==> src/rtl/mips_bus_pkg.sv <==
// Shared types and opcode constants for the MIPS231 multi-cycle bus sequencer.
package mips_bus_pkg;

  typedef enum logic [2:0] {
    IDLE,
    FETCH,
    DECODE,
    MEM,
    COMMIT,
    FAULT
  } bus_state_t;

  localparam logic [5:0] OP_LW = 6'b100011;
  localparam logic [5:0] OP_SW = 6'b101011;

  function automatic logic is_mem_op(input logic [5:0] op);
    return (op == OP_LW) || (op == OP_SW);
  endfunction

endpackage

==> src/rtl/mips_bus_timer.sv <==
// Per-access wait counter: clears while no access is outstanding, counts un-acked
// cycles, and flags expiry on the cycle that would bring the count up to TIMEOUT.
module mips_bus_timer #(
  parameter int unsigned TIMEOUT = 255
) (
  input  logic clk,
  input  logic srst,
  input  logic active,
  input  logic ack,
  output logic expire
);

  localparam int CW = (TIMEOUT < 2) ? 1 : $clog2(TIMEOUT + 1);

  logic [CW-1:0] wait_cnt_reg;
  logic [CW-1:0] wait_cnt_next;

  always_comb begin
    wait_cnt_next = wait_cnt_reg;
    if (!active) begin
      wait_cnt_next = '0;
    end else if (!ack) begin
      wait_cnt_next = wait_cnt_reg + CW'(1);
    end
  end

  always_ff @(posedge clk) begin
    if (srst) begin
      wait_cnt_reg <= '0;
    end else begin
      wait_cnt_reg <= wait_cnt_next;
    end
  end

  generate
    if (TIMEOUT == 0) begin : g_no_timeout
      assign expire = 1'b0;
    end else begin : g_timeout
      // Expiry is raised on the last permitted wait cycle so the FSM leaves on that edge.
      assign expire = active && !ack && (wait_cnt_reg == CW'(TIMEOUT - 1));
    end
  endgenerate

endmodule

==> src/rtl/mips_bus_ctrl.sv <==
// Multi-cycle bus sequencer: fetches over imem, performs lw/sw over dmem, then
// pulses core_enable for one cycle to commit the single-cycle core's state.
module mips_bus_ctrl
  import mips_bus_pkg::*;
#(
  parameter int unsigned AW      = 32,
  parameter int unsigned DW      = 32,
  parameter int unsigned TIMEOUT = 255,
  parameter int unsigned CNTW    = 32
) (
  input  logic            clk,
  input  logic            reset,
  input  logic            run,
  input  logic [31:0]     core_pc,
  input  logic [31:0]     core_mem_addr,
  input  logic [DW-1:0]   core_mem_writedata,
  output logic [DW-1:0]   core_instr,
  output logic [DW-1:0]   core_mem_readdata,
  output logic            core_enable,
  output logic            imem_req,
  output logic [AW-1:0]   imem_addr,
  input  logic            imem_ack,
  input  logic [DW-1:0]   imem_rdata,
  output logic            dmem_req,
  output logic            dmem_we,
  output logic [AW-1:0]   dmem_addr,
  output logic [DW-1:0]   dmem_wdata,
  input  logic            dmem_ack,
  input  logic [DW-1:0]   dmem_rdata,
  output logic            busy,
  output logic            fault,
  output logic [CNTW-1:0] retired
);

  bus_state_t      state_reg;
  bus_state_t      state_next;
  logic [DW-1:0]   core_instr_reg;
  logic [DW-1:0]   readdata_reg;
  logic [CNTW-1:0] retired_reg;

  logic [5:0] opcode;
  logic       is_lw;
  logic       is_sw;
  logic       timer_active;
  logic       timer_ack;
  logic       timer_expire;

  assign opcode = core_instr_reg[31:26];
  assign is_lw  = (opcode == OP_LW);
  assign is_sw  = (opcode == OP_SW);

  // Only one port is ever requested at a time, so a single counter serves both.
  assign timer_active = (state_reg == FETCH) || (state_reg == MEM);
  assign timer_ack    = (state_reg == FETCH) ? imem_ack : dmem_ack;

  mips_bus_timer #(
    .TIMEOUT(TIMEOUT)
  ) u_timer (
    .clk   (clk),
    .srst  (reset),
    .active(timer_active),
    .ack   (timer_ack),
    .expire(timer_expire)
  );

  always_comb begin
    state_next  = state_reg;
    imem_req    = 1'b0;
    dmem_req    = 1'b0;
    core_enable = 1'b0;
    case (state_reg)
      IDLE: begin
        if (run) state_next = FETCH;
      end
      FETCH: begin
        imem_req = 1'b1;
        if (imem_ack)          state_next = DECODE;
        else if (timer_expire) state_next = FAULT;
      end
      DECODE: begin
        state_next = is_mem_op(opcode) ? MEM : COMMIT;
      end
      MEM: begin
        dmem_req = 1'b1;
        if (dmem_ack)          state_next = COMMIT;
        else if (timer_expire) state_next = FAULT;
      end
      COMMIT: begin
        core_enable = 1'b1;
        state_next  = run ? FETCH : IDLE;
      end
      FAULT: begin
        state_next = FAULT;
      end
      default: begin
        state_next = IDLE;
      end
    endcase
  end

  // Address/data outputs follow the core directly; the core holds them steady
  // because core_enable stays low until the access completes.
  assign imem_addr  = imem_req ? core_pc[AW-1:0] : '0;
  assign dmem_we    = dmem_req && is_sw;
  assign dmem_addr  = dmem_req ? core_mem_addr[AW-1:0] : '0;
  assign dmem_wdata = dmem_req ? core_mem_writedata : '0;

  assign busy              = (state_reg != IDLE) && (state_reg != FAULT);
  assign fault             = (state_reg == FAULT);
  assign core_instr        = core_instr_reg;
  assign core_mem_readdata = readdata_reg;
  assign retired           = retired_reg;

  always_ff @(posedge clk) begin
    if (reset) begin
      state_reg      <= IDLE;
      core_instr_reg <= '0;
      readdata_reg   <= '0;
      retired_reg    <= '0;
    end else begin
      state_reg <= state_next;
      if ((state_reg == FETCH) && imem_ack) begin
        core_instr_reg <= imem_rdata;
      end
      if ((state_reg == MEM) && dmem_ack && is_lw) begin
        readdata_reg <= dmem_rdata;
      end
      if (state_reg == COMMIT) begin
        retired_reg <= retired_reg + CNTW'(1);
      end
    end
  end

endmodule
==> config.mk <==
export PLATFORM = sky130hd
export DESIGN_NAME = mips_bus_ctrl
export DESIGN_NICKNAME = d
export VERILOG_FILES = /design/src/rtl/mips_bus_pkg.sv /design/src/rtl/mips_bus_timer.sv /design/src/rtl/mips_bus_ctrl.sv
export SDC_FILE = /design/constraint.sdc
export NUM_CORES = 1
export LEC_CHECK = 0
export CAP_MARGIN = 20
export CORE_AREA = 2 2 139 141
export CTS_CLUSTER_SIZE = 8
export DETAILED_ROUTE_END_ITERATION = 16
export DIE_AREA = 0 0 141 143
export PLACE_DENSITY = 0.66
export SYNTH_ARGS = -nofsm -noshare
export SYNTH_HDL_FRONTEND = slang
export SYNTH_HIERARCHICAL = 1
export SYNTH_SLANG_ARGS = --single-unit
==> constraint.sdc <==
create_clock -name clk -period 2.8 [get_ports clk]
set_input_delay 0.42 -clock clk [delete_from_list [all_inputs] [get_ports clk]]
set_output_delay 0.42 -clock clk [all_outputs]
set_load 0.05 [all_outputs]
==> results.cfg, run 1 <==
[sta]
drv_slew = 0
period_needed_ns = 2.58
setup_viol_count_final = 0
rsz0062_at_grt = no
finalCritPeriodShare = 0.922
fin_tns_setup_ns = 0
finClkSkew_ns = 0.0156
finalHoldViolations = 0
worst_slew_pin_slew_ns = 0.702
slew_headroom = 0.530
max_freq_mhz = 387

[clock_tree]
root_buffer = clkbuf_16
post_cts_resized = 0
h-tree-depth = 3
cts_tree = yes
clk_path_buf_depth = 2
clock-sinks = 107
clock_latency_ns = 0.36
postCtsHoldBufs = 0
post_cts_buffers = 0
numCtsBuffers = 9
clk_pin_slew_ns = 0.08

[global_route]
antenna_found_initial = 1
grt_pass1_vias = 5399
use_met3 = 0.0661
grt_pass1_wl_mm = 32.1
grt_max_degree = 64
gr-usage-met2 = 0.335
busiest_layer = met2
grt_use_met1 = 0.275
grt_remaining_overflow = 0
grt_usage = 0.207

[yosys]
synth_top_area_share = 0.420
ys_seq_area_frac = 0.420
netlist_area_mm2 = 0.00510
ys.flop_type = dfxtp_1
synth-async-reset-ratio = 0
avgSynthCellArea_um2 = 8.23
synth.most_common_cell = dfxtp_1
synth-seq-cells = 107
synth_edf_count = 0
ys_warn_count = 6
synth_cells = 620
synth_nets = 788
netlist_top_cells_area = dfxtp_1 (42%), and2_1 (12%), mux2i_1 (6.3%)
ys_top_cells_by_count = dfxtp_1 (107), and2_1 (98), nand2_1 (81)
synth_cell_types = 46
netlist.top_cell.by_area = dfxtp_1

[floorplanning]
core_area_mm2 = 0.0186
dieArea_mm2 = 0.0202
dieWidth_um = 141
die_h_um = 143
initial_utilization = 0.275
rows = 50
io_pins = 363

[status]
status = finished clean

[detailed_routing]
drc = 0
first_pass_iters = 4
routedWlPerCell_um = 17.9
drt-initial-drc-count = 308
viasPerCell = 4.58
ant_nets = 0
vias = 5495
drt-total-wl_mm = 21.5

[cells_and_area]
syn_to_final_growth_pct = 98.1
drive_above_1_share = 0.140
fin_area_mm2 = 0.0101
fillers = 1653
finalNetCount = 1128

[critical_path]
rrSetupSlack_ns = 0.40
cp_slowest_cell = clkdlybuf4s50_1
r2r_cells = 5
critPathMaxStageDelay_ns = 0.82
crit_path_max_fanout = 10
rr_endpoint = retired[26]$_SDFFE_PP0P_
cp_num_buf_inv = 2
critical-path-top-delay-family = buffers and inverters
required_ns = 2.38
critPathKind = register to output port
endpoint_kind = output port
path_cells = inv_1 > nor2_1 > or3_1 > clkdlybuf4s50_1
arrival_ns = 2.16
worst_setup_path_start_kind = register
rr_startpoint = state_reg[2]$_SDFFE_PP0P_

[min_path]
min_path_type = register to register
whs_endpoint = core_instr[19]$_SDFFE_PP0P_
hold_path_depth = 2
worstHoldStart = core_instr[19]$_SDFFE_PP0P_

[place]
gp_congestion = 0.791
dpl-instance-area_mm2 = 0.00980
portBuffers = 362
hpwl_mm = 17.1

[power_and_ir_drop]
p_int_uw = 2600
power.leakage_uw = 0.00396
clock_power_share = 0.346
max-vdd-ir-drop_mv = 0.262
p_per_area_mw_per_mm2 = 365
combPwrFrac = 0.229
switchingPower_uw = 1090
switching_share = 0.296
p_seq_frac = 0.425

[job]
max-cap-violations = 0
-- cell families (layout without fill, tap and decap cells) --
logic type | after synthesis | in the layout | share of synthesized area
AO/OA/AOI/OAI | 86 | 86 | 0.0930
adder cells (fa/ha/maj) | 3 | 3 | 0.00736
buffers and inverters | 50 | 395 | 0.0424
multiplexers | 35 | 35 | 0.0694
flip-flops | 107 | 107 | 0.420
XOR/XNOR | 15 | 15 | 0.0258
AND/OR/NAND/NOR | 324 | 324 | 0.342
other | 0 | 1 | 0
-- tightest hold or removal path: cells and delay by family, from the launching register on --
family | cells | cell delay [ns]
DFF | 1 | 0.31
AOI/OAI and AO/OA | 1 | 0.05
and+or+nand+nor | 1 | 0.05
-- per-layer routing --
| metal | share of wire | wire [µm] | up-vias |
|---|---|---|---|
| li1 | - | - | 2769 |
| met1 | 0.43 | 9200 | 2485 |
| met2 | 0.48 | 10400 | 226 |
| met3 | 0.084 | 1810 | 13 |
| met4 | 0.0066 | 141 | 2 |
| met5 | 0.00060 | 13 | - |
-- power groups by stage --
stage	Clock, µW	Combinational, µW	Sequential, µW
2_1_floorplan	0	293	1670
3_3_place_gp	0	846	1600
3_5_place_dp	0	851	1600
4_1_cts	1340	854	1570
5_1_grt	1390	889	1570
6_report	1280	845	1570
-- layout make-up --
class                           instances  area [µm²]  share of cell area
Clock inverter                          7        75.1             0.00743
Clock buffer                            9         225              0.0223
Multi-Input combinational cell        463        2750               0.272
Inverter                                8        30.0             0.00297
Antenna cell                            1        2.50            0.000248
Timing Repair Buffer                  371        4590               0.454
Sequential cell                       107        2140               0.212
Tap cell                              234         293              0.0290
-- cell usage in the layout, fill, tap and decap left out, drive strengths merged, types with 2 or more instances in the layout --
master | synthesis | layout
nor2b | 7 | 7
a21oi | 59 | 59
nand4b | 3 | 3
clkbuf | 33 | 9
inv | 8 | 10
xor2 | 9 | 9
ha | 3 | 3
nand4 | 15 | 15
and3 | 10 | 10
or3 | 10 | 10
and2 | 98 | 98
or4b | 2 | 2
o21ai | 12 | 12
nor3 | 5 | 5
clkdlybuf4s50 | 0 | 262
or4 | 13 | 13
mux2i | 32 | 32
mux2 | 3 | 3
nand3 | 11 | 11
nand2 | 81 | 81
nor4 | 3 | 3
and4 | 3 | 3
buf | 9 | 109
o31ai | 11 | 11
xnor2 | 6 | 6
clkinv | 0 | 5
dfxtp | 107 | 107
nor2 | 57 | 57
-- stage by stage --
step | hold slack (ns) | utilization | total power [µW] | worst slack, ns | instances
after floorplan | 0.458 | - | 1960 | 0.109 | 620
after global placement | 0.441 | 0.528 | 2450 | 0.513 | 1183
after detailed placement | 0.446 | 0.528 | 2450 | 0.439 | 1183
after CTS | 0.457 | 0.544 | 3760 | 0.194 | 1199
after global routing | 0.475 | 0.544 | 3850 | 0.0815 | 1199
final | 0.456 | 0.544 | 3690 | 0.219 | 1200
-- how the worst max path moves through the flow --
stage	from	to	slack, ns	cells after the start
2_1_floorplan	state_reg[1]$_SDFFE_PP0P_	state_reg[2]$_SDFFE_PP0P_	0.11	10
3_5_place_dp	state_reg[2]$_SDFFE_PP0P_	retired[26]$_SDFFE_PP0P_	0.44	5
3_3_place_gp	state_reg[2]$_SDFFE_PP0P_	retired[30]$_SDFFE_PP0P_	0.51	4
5_1_grt	state_reg[0]$_SDFFE_PP0P_	busy	0.08	4
6_report	state_reg[0]$_SDFFE_PP0P_	busy	0.22	4
4_1_cts	state_reg[0]$_SDFFE_PP0P_	busy	0.19	4
Note: power is estimated with default switching activity, not from simulation.
==> run 2: changes to the inputs <==
--- a/config.mk
+++ b/config.mk
@@ -15,3 +15,4 @@
 export SYNTH_HDL_FRONTEND = slang
 export SYNTH_HIERARCHICAL = 1
 export SYNTH_SLANG_ARGS = --single-unit
+export TNS_END_PERCENT = 5
==> results of run 2 <==
The final DEF is identical to that of run 1; final timing and power are the same.
==> run 3: changes to the inputs <==
--- a/config.mk
+++ b/config.mk
@@ -5,9 +5,8 @@
 export SDC_FILE = /design/constraint.sdc
 export NUM_CORES = 1
 export LEC_CHECK = 0
-export CAP_MARGIN = 20
+export CAP_MARGIN = 15
 export CORE_AREA = 2 2 139 141
-export CTS_CLUSTER_SIZE = 8
 export DETAILED_ROUTE_END_ITERATION = 16
 export DIE_AREA = 0 0 141 143
 export PLACE_DENSITY = 0.66
==> results of run 3 <==
The final DEF is identical to that of run 1; final timing and power are the same.
